`config.mk`:
```
export PLATFORM = sky130hd
export DESIGN_NAME = quad_decoder_pos_speed
export DESIGN_NICKNAME = d
export VERILOG_FILES = /design/src/rtl/quad_decoder_pos_speed.sv
export SDC_FILE = /design/constraint.sdc
export NUM_CORES = 1
export LEC_CHECK = 0
export ABC_AREA = 0
export CORE_MARGIN = 1
export CORE_UTILIZATION = 35
export DETAILED_ROUTE_END_ITERATION = 10
export PLACE_DENSITY = 0.6
export SYNTH_ARGS = -nofsm -noshare
export SYNTH_HDL_FRONTEND = slang
export SYNTH_SLANG_ARGS = --single-unit
```
`constraint.sdc`:
```
create_clock -name clk -period 6.7 [get_ports clk]
set_clock_uncertainty 0.15 [all_clocks]
set_input_delay 1.005 -clock clk [delete_from_list [all_inputs] [get_ports clk]]
set_output_delay 1.005 -clock clk [all_outputs]
set_load 0.01 [all_outputs]
```
`src/rtl/quad_decoder_pos_speed.sv`:
```
// Quadrature encoder front end: synchronise and filter phases A/B, decode x4 steps,
// keep a wrapping position count and report saturated steps per fixed speed window.
module quad_decoder_pos_speed #(
  parameter int POS_W       = 32,
  parameter int SPD_W       = 16,
  parameter int SYNC_STAGES = 2,
  parameter int FILT_LEN    = 4,
  parameter int WINDOW      = 100000
) (
  input  logic                    clk,
  input  logic                    rst_n,
  input  logic                    ph_a,
  input  logic                    ph_b,
  input  logic                    pos_clr,
  input  logic                    err_clr,
  output logic [POS_W-1:0]        position,
  output logic                    dir,
  output logic                    step_pulse,
  output logic signed [SPD_W-1:0] speed,
  output logic                    speed_valid,
  output logic                    err
);

  localparam int FCW = $clog2(FILT_LEN + 1);
  localparam int WCW = $clog2(WINDOW);
  localparam logic signed [SPD_W:0] SPD_MAX = (SPD_W + 1)'(2 ** (SPD_W - 1) - 1);
  localparam logic signed [SPD_W:0] SPD_MIN = -SPD_MAX;

  logic [SYNC_STAGES-1:0] syncA;
  logic [SYNC_STAGES-1:0] syncB;
  logic [1:0]             syncAB;
  logic [1:0]             filtAB;
  logic [FCW-1:0]         filtCnt [2];
  logic [1:0]             prevAB;
  logic                   stepFwd;
  logic                   stepRev;
  logic                   illegal;
  logic [POS_W-1:0]       posStep;
  logic signed [SPD_W-1:0] acc;
  logic signed [SPD_W-1:0] accNext;
  logic [WCW-1:0]         winCnt;

  // Symmetric saturation keeps the window sum inside +/-(2^(SPD_W-1)-1).
  function automatic logic signed [SPD_W-1:0] satAdd(input logic signed [SPD_W-1:0] a,
                                                     input logic up, input logic down);
    logic signed [SPD_W:0] sum;
    sum = {a[SPD_W-1], a};
    if (up) begin
      sum = sum + (SPD_W + 1)'(1);
    end else if (down) begin
      sum = sum - (SPD_W + 1)'(1);
    end else begin
      sum = sum;
    end
    if (sum > SPD_MAX) begin
      return SPD_MAX[SPD_W-1:0];
    end else if (sum < SPD_MIN) begin
      return SPD_MIN[SPD_W-1:0];
    end else begin
      return sum[SPD_W-1:0];
    end
  endfunction

  // Plain flop chains for both phases; no logic between stages.
  always_ff @(posedge clk or negedge rst_n) begin
    if (!rst_n) begin
      syncA <= '0;
      syncB <= '0;
    end else begin
      syncA <= {syncA[SYNC_STAGES-2:0], ph_a};
      syncB <= {syncB[SYNC_STAGES-2:0], ph_b};
    end
  end

  assign syncAB = {syncA[SYNC_STAGES-1], syncB[SYNC_STAGES-1]};

  // Accept a new phase level only after FILT_LEN consecutive differing cycles.
  always_ff @(posedge clk or negedge rst_n) begin
    if (!rst_n) begin
      filtAB <= 2'b00;
      for (int i = 0; i < 2; i++) filtCnt[i] <= '0;
    end else begin
      for (int i = 0; i < 2; i++) begin
        if (syncAB[i] == filtAB[i]) begin
          filtCnt[i] <= '0;
        end else if (filtCnt[i] == FCW'(FILT_LEN - 1)) begin
          filtAB[i]  <= syncAB[i];
          filtCnt[i] <= '0;
        end else begin
          filtCnt[i] <= filtCnt[i] + FCW'(1);
        end
      end
    end
  end

  // Forward Gray order {a,b}: 00 -> 10 -> 11 -> 01 -> 00.
  always_comb begin
    stepFwd = 1'b0;
    stepRev = 1'b0;
    illegal = 1'b0;
    case ({prevAB, filtAB})
      4'b0010, 4'b1011, 4'b1101, 4'b0100: stepFwd = 1'b1;
      4'b1000, 4'b1110, 4'b0111, 4'b0001: stepRev = 1'b1;
      4'b0011, 4'b1100, 4'b1001, 4'b0110: illegal = 1'b1;
      default:                            illegal = 1'b0;
    endcase
  end

  assign posStep = {{(POS_W - 1){stepRev}}, stepFwd | stepRev};
  assign accNext = satAdd(acc, stepFwd, stepRev);

  // Position, direction, step strobe and sticky error; set beats clear.
  always_ff @(posedge clk or negedge rst_n) begin
    if (!rst_n) begin
      prevAB     <= 2'b00;
      position   <= '0;
      dir        <= 1'b0;
      step_pulse <= 1'b0;
      err        <= 1'b0;
    end else begin
      prevAB     <= filtAB;
      step_pulse <= stepFwd | stepRev;
      position   <= pos_clr ? '0 : position + posStep;
      err        <= illegal | (err & ~err_clr);
      if (stepFwd) begin
        dir <= 1'b1;
      end else if (stepRev) begin
        dir <= 1'b0;
      end else begin
        dir <= dir;
      end
    end
  end

  // Free-running speed gate; the final cycle's step is folded into the result.
  always_ff @(posedge clk or negedge rst_n) begin
    if (!rst_n) begin
      winCnt      <= '0;
      acc         <= '0;
      speed       <= '0;
      speed_valid <= 1'b0;
    end else if (winCnt == WCW'(WINDOW - 1)) begin
      winCnt      <= '0;
      acc         <= '0;
      speed       <= accNext;
      speed_valid <= 1'b1;
    end else begin
      winCnt      <= winCnt + WCW'(1);
      acc         <= accNext;
      speed_valid <= 1'b0;
    end
  end

endmodule

```
# Word level (Yosys, flattened, before mapping)

Index checks and enable logic that the tools add are counted.

Equal/unequal tests: 17
Bitwise operators: 6
Add/subtract/negate cells: 6
Reduce and logical (&&, ||, !) cells: 6
Shift-type cells: 0
$lt $le $gt $ge: 2
Multiplexer cells: 17
Div/mod/pow operators: 0
Multiply operators: 0

Operator list:

| kind                                                            | number |
|---|---|
| 2-to-1 mux 17 bit                                               | 3 |
| 2-to-1 mux 16 bit                                               | 3 |
| adder 32 bit                                                    | 1 |
| 2-to-1 mux 32 bit                                               | 1 |
| == test 4 bit, second input constant                            | 6 |
| adder 16 x 2 -> 17 bit, second input constant                   | 1 |
| adder 17 x 1 -> 17 bit, second input constant                   | 1 |
| == test 17 bit, second input constant                           | 1 |
| greater-than comparator 17 x 16 -> 1 bit, second input constant | 1 |
| less-than comparator 17 x 16 -> 1 bit, second input constant    | 1 |
| subtractor 16 x 2 -> 17 bit, second input constant              | 1 |
| == test 4 x 3 -> 1 bit, second input constant                   | 3 |
| 2-to-1 mux 3 bit                                                | 4 |
| OR reduction 4 bit                                              | 3 |
| == test 4 x 2 -> 1 bit, second input constant                   | 2 |
| adder 3 x 1 -> 3 bit, second input constant                     | 2 |
| == test 3 x 2 -> 1 bit, second input constant                   | 2 |
| 2-to-1 mux 1 bit                                                | 6 |
| == test 4 x 1 -> 1 bit, second input constant                   | 1 |
| AND reduction 2 bit                                             | 2 |
| inverter 1 bit                                                  | 3 |
| == test 1 bit                                                   | 2 |
| bitwise OR 1 bit                                                | 2 |
| nonzero test 2 bit                                              | 1 |
| bitwise AND 1 bit                                               | 1 |

Memory bits (writable): 0
Bits in read-only memories: 0
Latch bits: 0
Output and inout port bits: 52
Bits of input ports: 6
Word-level logic and storage cells: 69
Register bits: 99
Memories kept: 0

# Depth between registers and ports, before layout

Depth in word-level cells: 9
Mapped depth: 14
Mapped depth without buffers: 13

# Worst setup path before layout

OpenSTA, ideal clock, no wires.

Path kind: reg-to-reg
Start: register filtAB[1]
End: register position[27]
Required time: 6.425 ns
Setup time: 0.125 ns
Clock period less this slack: 4.615 ns
Arrival time: 4.340 ns
Cell stages (with the launch flop): 13
Path slack: 2.085 ns
Path buffers: 1
Cell sequence: dfrtp_1 clkbuf_1 xor2_1 nor2_1 ha_1 a211o_1 a21oi_1 a22oi_1 a21o_1 o311ai_0 o21ai_0 a31oi_1 mux2_2

Word-level cells in the longest chain between the ends: 6
Elaborated cells on any way between the ends: 15
Those cells by class: add/sub (1); eq/ne (8); mux (3); bitwise (1); reduce/logical (2)

RTL lines:

| element                                        | RTL line | RTL |
|---|---|---|
| start, declared                                | 32       | `logic [1:0] filtAB;` |
| start signal, assigned by index                | 87       | `filtAB[i] <= syncAB[i];` |
| == test 4 x 2 -> 1 bit (tied with other cells) | 101      | `case ({prevAB, filtAB})` |
| OR reduction 4 bit                             | 101      |  |
| 2-to-1 mux 1 bit                               | 101      |  |
| bitwise OR 1 bit                               | 109      | `assign posStep = {{(POS_W - 1){stepRev}}, stepFwd \| stepRev};` |
| adder 32 bit *                                 | 123      | `position <= pos_clr ? '0 : position + posStep;` |
| 2-to-1 mux 32 bit *                            | 123      |  |
| end signal, assigned                           | 123      |  |
| end, declared                                  | 16       | `output logic [POS_W-1:0] position,` |

Mark *: on every way between the ends. The rest lies on a longest branch, timed or not.
A chain may end at the register's enable or synchronous reset.

# Worst setup path after layout

Start: register filtAB[1]
End: register position[30]

The elaborated chain is that of the path after synthesis.

==> summary.txt <==
Global routing
  • Largest net degree at the start of global routing: 66
  • Grt total ovfl: 0
  • M2 GR Usage: 25.6%
  • First-pass GRT wire length: 22.1 mm
  • GRT Max-Usage Layer: met2
  • Met1 Usage GRT: 20.6%
  • Initial antenna violation count: 0
  • GR Util All Layers: 15.7%
  • M3 GR Usage: 2.04%
  • Number of global-route vias before repair: 4,546

Final layout
  • Util after Layout: 42.2%
  • Area of the multi-input gates: 3250 um^2
  • Share of layout cells above drive strength 1: 10.6%
  • Diodes inserted: 0
  • Fillers: 1,594
  • Sequential Area: 2480 um^2
  • Final nets: 701
  • Layout overhead on the synthesized area: 18.3%

Worst setup path
  • Worst EP arrival: 4.83 ns
  • Worst Path Buf+Inv: 2
  • CP Class: flop to flop
  • Crit-path max FO: 22
  • Critical path, cell by cell: xor2_1, nor2_2, buf_4, inv_1, fa_1, nor2b_1, o2111ai_1, a31oi_1, a21oi_1, o21ai_1, a2111oi_0, o31ai_1, mux2_2
  • Largest delay share family, worst path: compound AO/OA/AOI/OAI gates
  • CP required: 6.79 ns
  • Slowest CP cell: nor2_2
  • CP Launch Type: flop
  • Crit path capture type: flop
  • Worst path max stage delay: 0.80 ns

Run status
  • Outcome: completed

Clock network
  • Post-CTS Setup Bufs: 0
  • Total CTS buffers: 9
  • Max H-tree Level: 3
  • CTS tree: done
  • CTS Sinks: 99
  • Clk root buf: clkbuf_16
  • Cts repair resizes: 0
  • Clock Latency Late Sink: 0.35 ns
  • Clk buf depth: 2
  • Hold-fix buffers, CTS: 0
  • CTS clk-pin slew, worst paths: 0.07 ns

Logic synthesis
  • Cell Area, Synth: 5890 um^2
  • Post-synthesis cell type count: 69
  • Post-Syn Nets: 646
  • Area share of the largest cell type after synthesis: 42.1%
  • EDFF count, synth: 0
  • FF+latch count, synth: 99
  • Syn_area_per_cell: 9.76 um^2
  • Synth area leader: dfrtp_1
  • YS warnings: 0
  • Post-synthesis sequential area ratio: 42.1%
  • Ys async rst share: 100%
  • Synth Flop Type: dfrtp_1
  • Largest cells by area after synthesis: dfrtp_1, ha_1, xnor2_1
  • Post-Synthesis Cells: 603

STA
  • Fin. Hold Viols: 0
  • RSZ-0062 raised after global routing: no
  • Worst slew margin: 34.2%
  • Setup tns final: 0 ns
  • Final Slew Violations: 0
  • Max Freq: 0.211 GHz
  • Fin crit share: 70.8%
  • Least-Margin Pin Slew: 0.987 ns
  • Final setup viols: 0
  • Fin crit period: 4.74 ns

Route
  • Via-to-Cell Ratio: 5.20
  • Pre-Repair DR Iteration Count: 4
  • Routed length per placed instance: 14.7 um
  • DRT antenna net count: 0
  • Total number of vias: 4,596
  • DRT Wirelength: 12.9 mm
  • Residual DRC count: 0
  • Initial DRC count: 298

Pwr
  • Peak VDD IR: 0.272 mV
  • LEAKAGE: 3.10 nW
  • Pwr per Cell Area: 486 nW/um^2

Worst hold path
  • HP Class: flop to flop

Placement
  • Final GP Congestion: 0.869
  • I/O Buffers: 57
  • Dpl hpwl: 9.40 mm

Floorplanning
  • Initial core utilization: 35.6%
  • Chip Width: 132 um
  • Top Ports: 58
  • Cell row count: 47
  • Die Footprint: 17,300 um^2
  • Core ar.: 16,500 um^2
  • Overall die height: 132 um

Flow run
  • MaxCap Viol Count: 0
-- cells in the final DEF (no fill, tap or decap), types with 6 or more instances in the layout --
cell / instances
a21o_1: 17
inv_1: 17
xnor2_1: 30
clkdlybuf4s50_1: 56
a21oi_2: 6
a21oi_1: 36
and3_1: 7
nor2b_1: 14
mux2_2: 8
nor4_1: 6
o21ai_0: 23
clkbuf_16: 9
nand3_1: 16
nand4_1: 10
nor2_2: 6
maj3_2: 7
nor2_1: 58
o21ai_1: 9
xor2_1: 28
dfrtp_1: 99
nand2_1: 41
a211oi_1: 9
nor3_1: 17
ha_1: 36
-- kinds of logic after synthesis --
family / synth area share [%]
AO/OA/AOI/OAI: 16.0
adder cells (fa/ha/maj): 9.33
XOR/XNOR: 8.90
AND/OR/NAND/NOR: 18.9
flip-flops: 42.1
multiplexers: 2.12
buffers and inverters: 2.72
-- stage by stage --
step           hold WS (ns)  worst slack, ns  cells  power, W  area, um^2
6_report              0.205             1.96    883   0.00339        6970
5_1_grt               0.209             1.52    883   0.00367        6970
4_1_cts               0.207             1.97    883   0.00341        6970
3_5_place_dp          0.193             2.00    867   0.00286        6670
3_3_place_gp          0.188             2.06    867   0.00283        6670
2_1_floorplan         0.181             2.08    603   0.00235        5890
-- synthesized netlist by cell type (all sizes together), types with 3 or more instances --
cell	number
a31oi	4
a21oi	42
or3	7
nand2b	5
dfrtp	99
xor2	28
clkbuf	10
a21o	18
nor3b	5
ha	36
nor2b	14
maj3	7
o22ai	4
nor4	8
o21ai	32
mux2	9
nand2	42
a211oi	10
o21a	7
o211ai	4
buf	7
nor2	64
nand3	16
or2	5
and3	8
o31ai	4
nor3	20
nand4	10
inv	17
a41o	3
xnor2	31
-- final cells by class --
class,instances,share of cell area (%)
tap,220,3.95
clock buffer,13,4.02
clock inverter,3,0.287
timing repair buffer,61,8.58
inverter,17,0.916
multi-input combinational,470,46.7
sequential,99,35.6
-- flip-flops by register name, summed over array words and instances (netlist names) --
| name | count |
|---|---|
| acc | 16 |
| dir | 1 |
| err | 1 |
| filtAB | 2 |
| filtCnt | 6 |
| position | 32 |
| prevAB | 2 |
| speed | 16 |
| speed_valid | 1 |
| step_pulse | 1 |
| syncA | 2 |
| syncB | 2 |
| winCnt | 17 |
-- final timing paths --
path | slack (ns) | endpoint | startpoint | cells after the start
max in group asynchronous | 4.76 | dir$_DFFE_PN0N_ | rst_n | 2
hold / removal | 0.20 | syncB[1]$_DFF_PN0_ | syncB[0]$_DFF_PN0_ | 0
hold reg to reg | 0.20 | syncB[1]$_DFF_PN0_ | syncB[0]$_DFF_PN0_ | 0
min in group asynchronous | 0.44 | position[18]$_DFF_PN0_ | rst_n | 1
setup reg to reg | 1.96 | position[30]$_DFF_PN0_ | filtAB[1]$_DFFE_PN0P_ | 13
setup / recovery | 1.96 | position[30]$_DFF_PN0_ | filtAB[1]$_DFFE_PN0P_ | 13
-- power breakdown --
group | total [W] | switching (W) | internal (W)
combinational | 0.00197 | 0.00110 | 0.000864
sequential | 0.000898 | 0.000144 | 0.000754
clock | 0.000522 | 0.000229 | 0.000292
total | 0.00339 | 0.00148 | 0.00191
-- per-layer routing --
layer  vias to the layer above  part of all wire, %
met5                         -                    0
met4                         0                  2.3
met3                        19                  3.0
met2                        82                   48
met1                      2221                   47
li1                       2274                    -
Note: power is estimated with default switching activity, not from simulation.
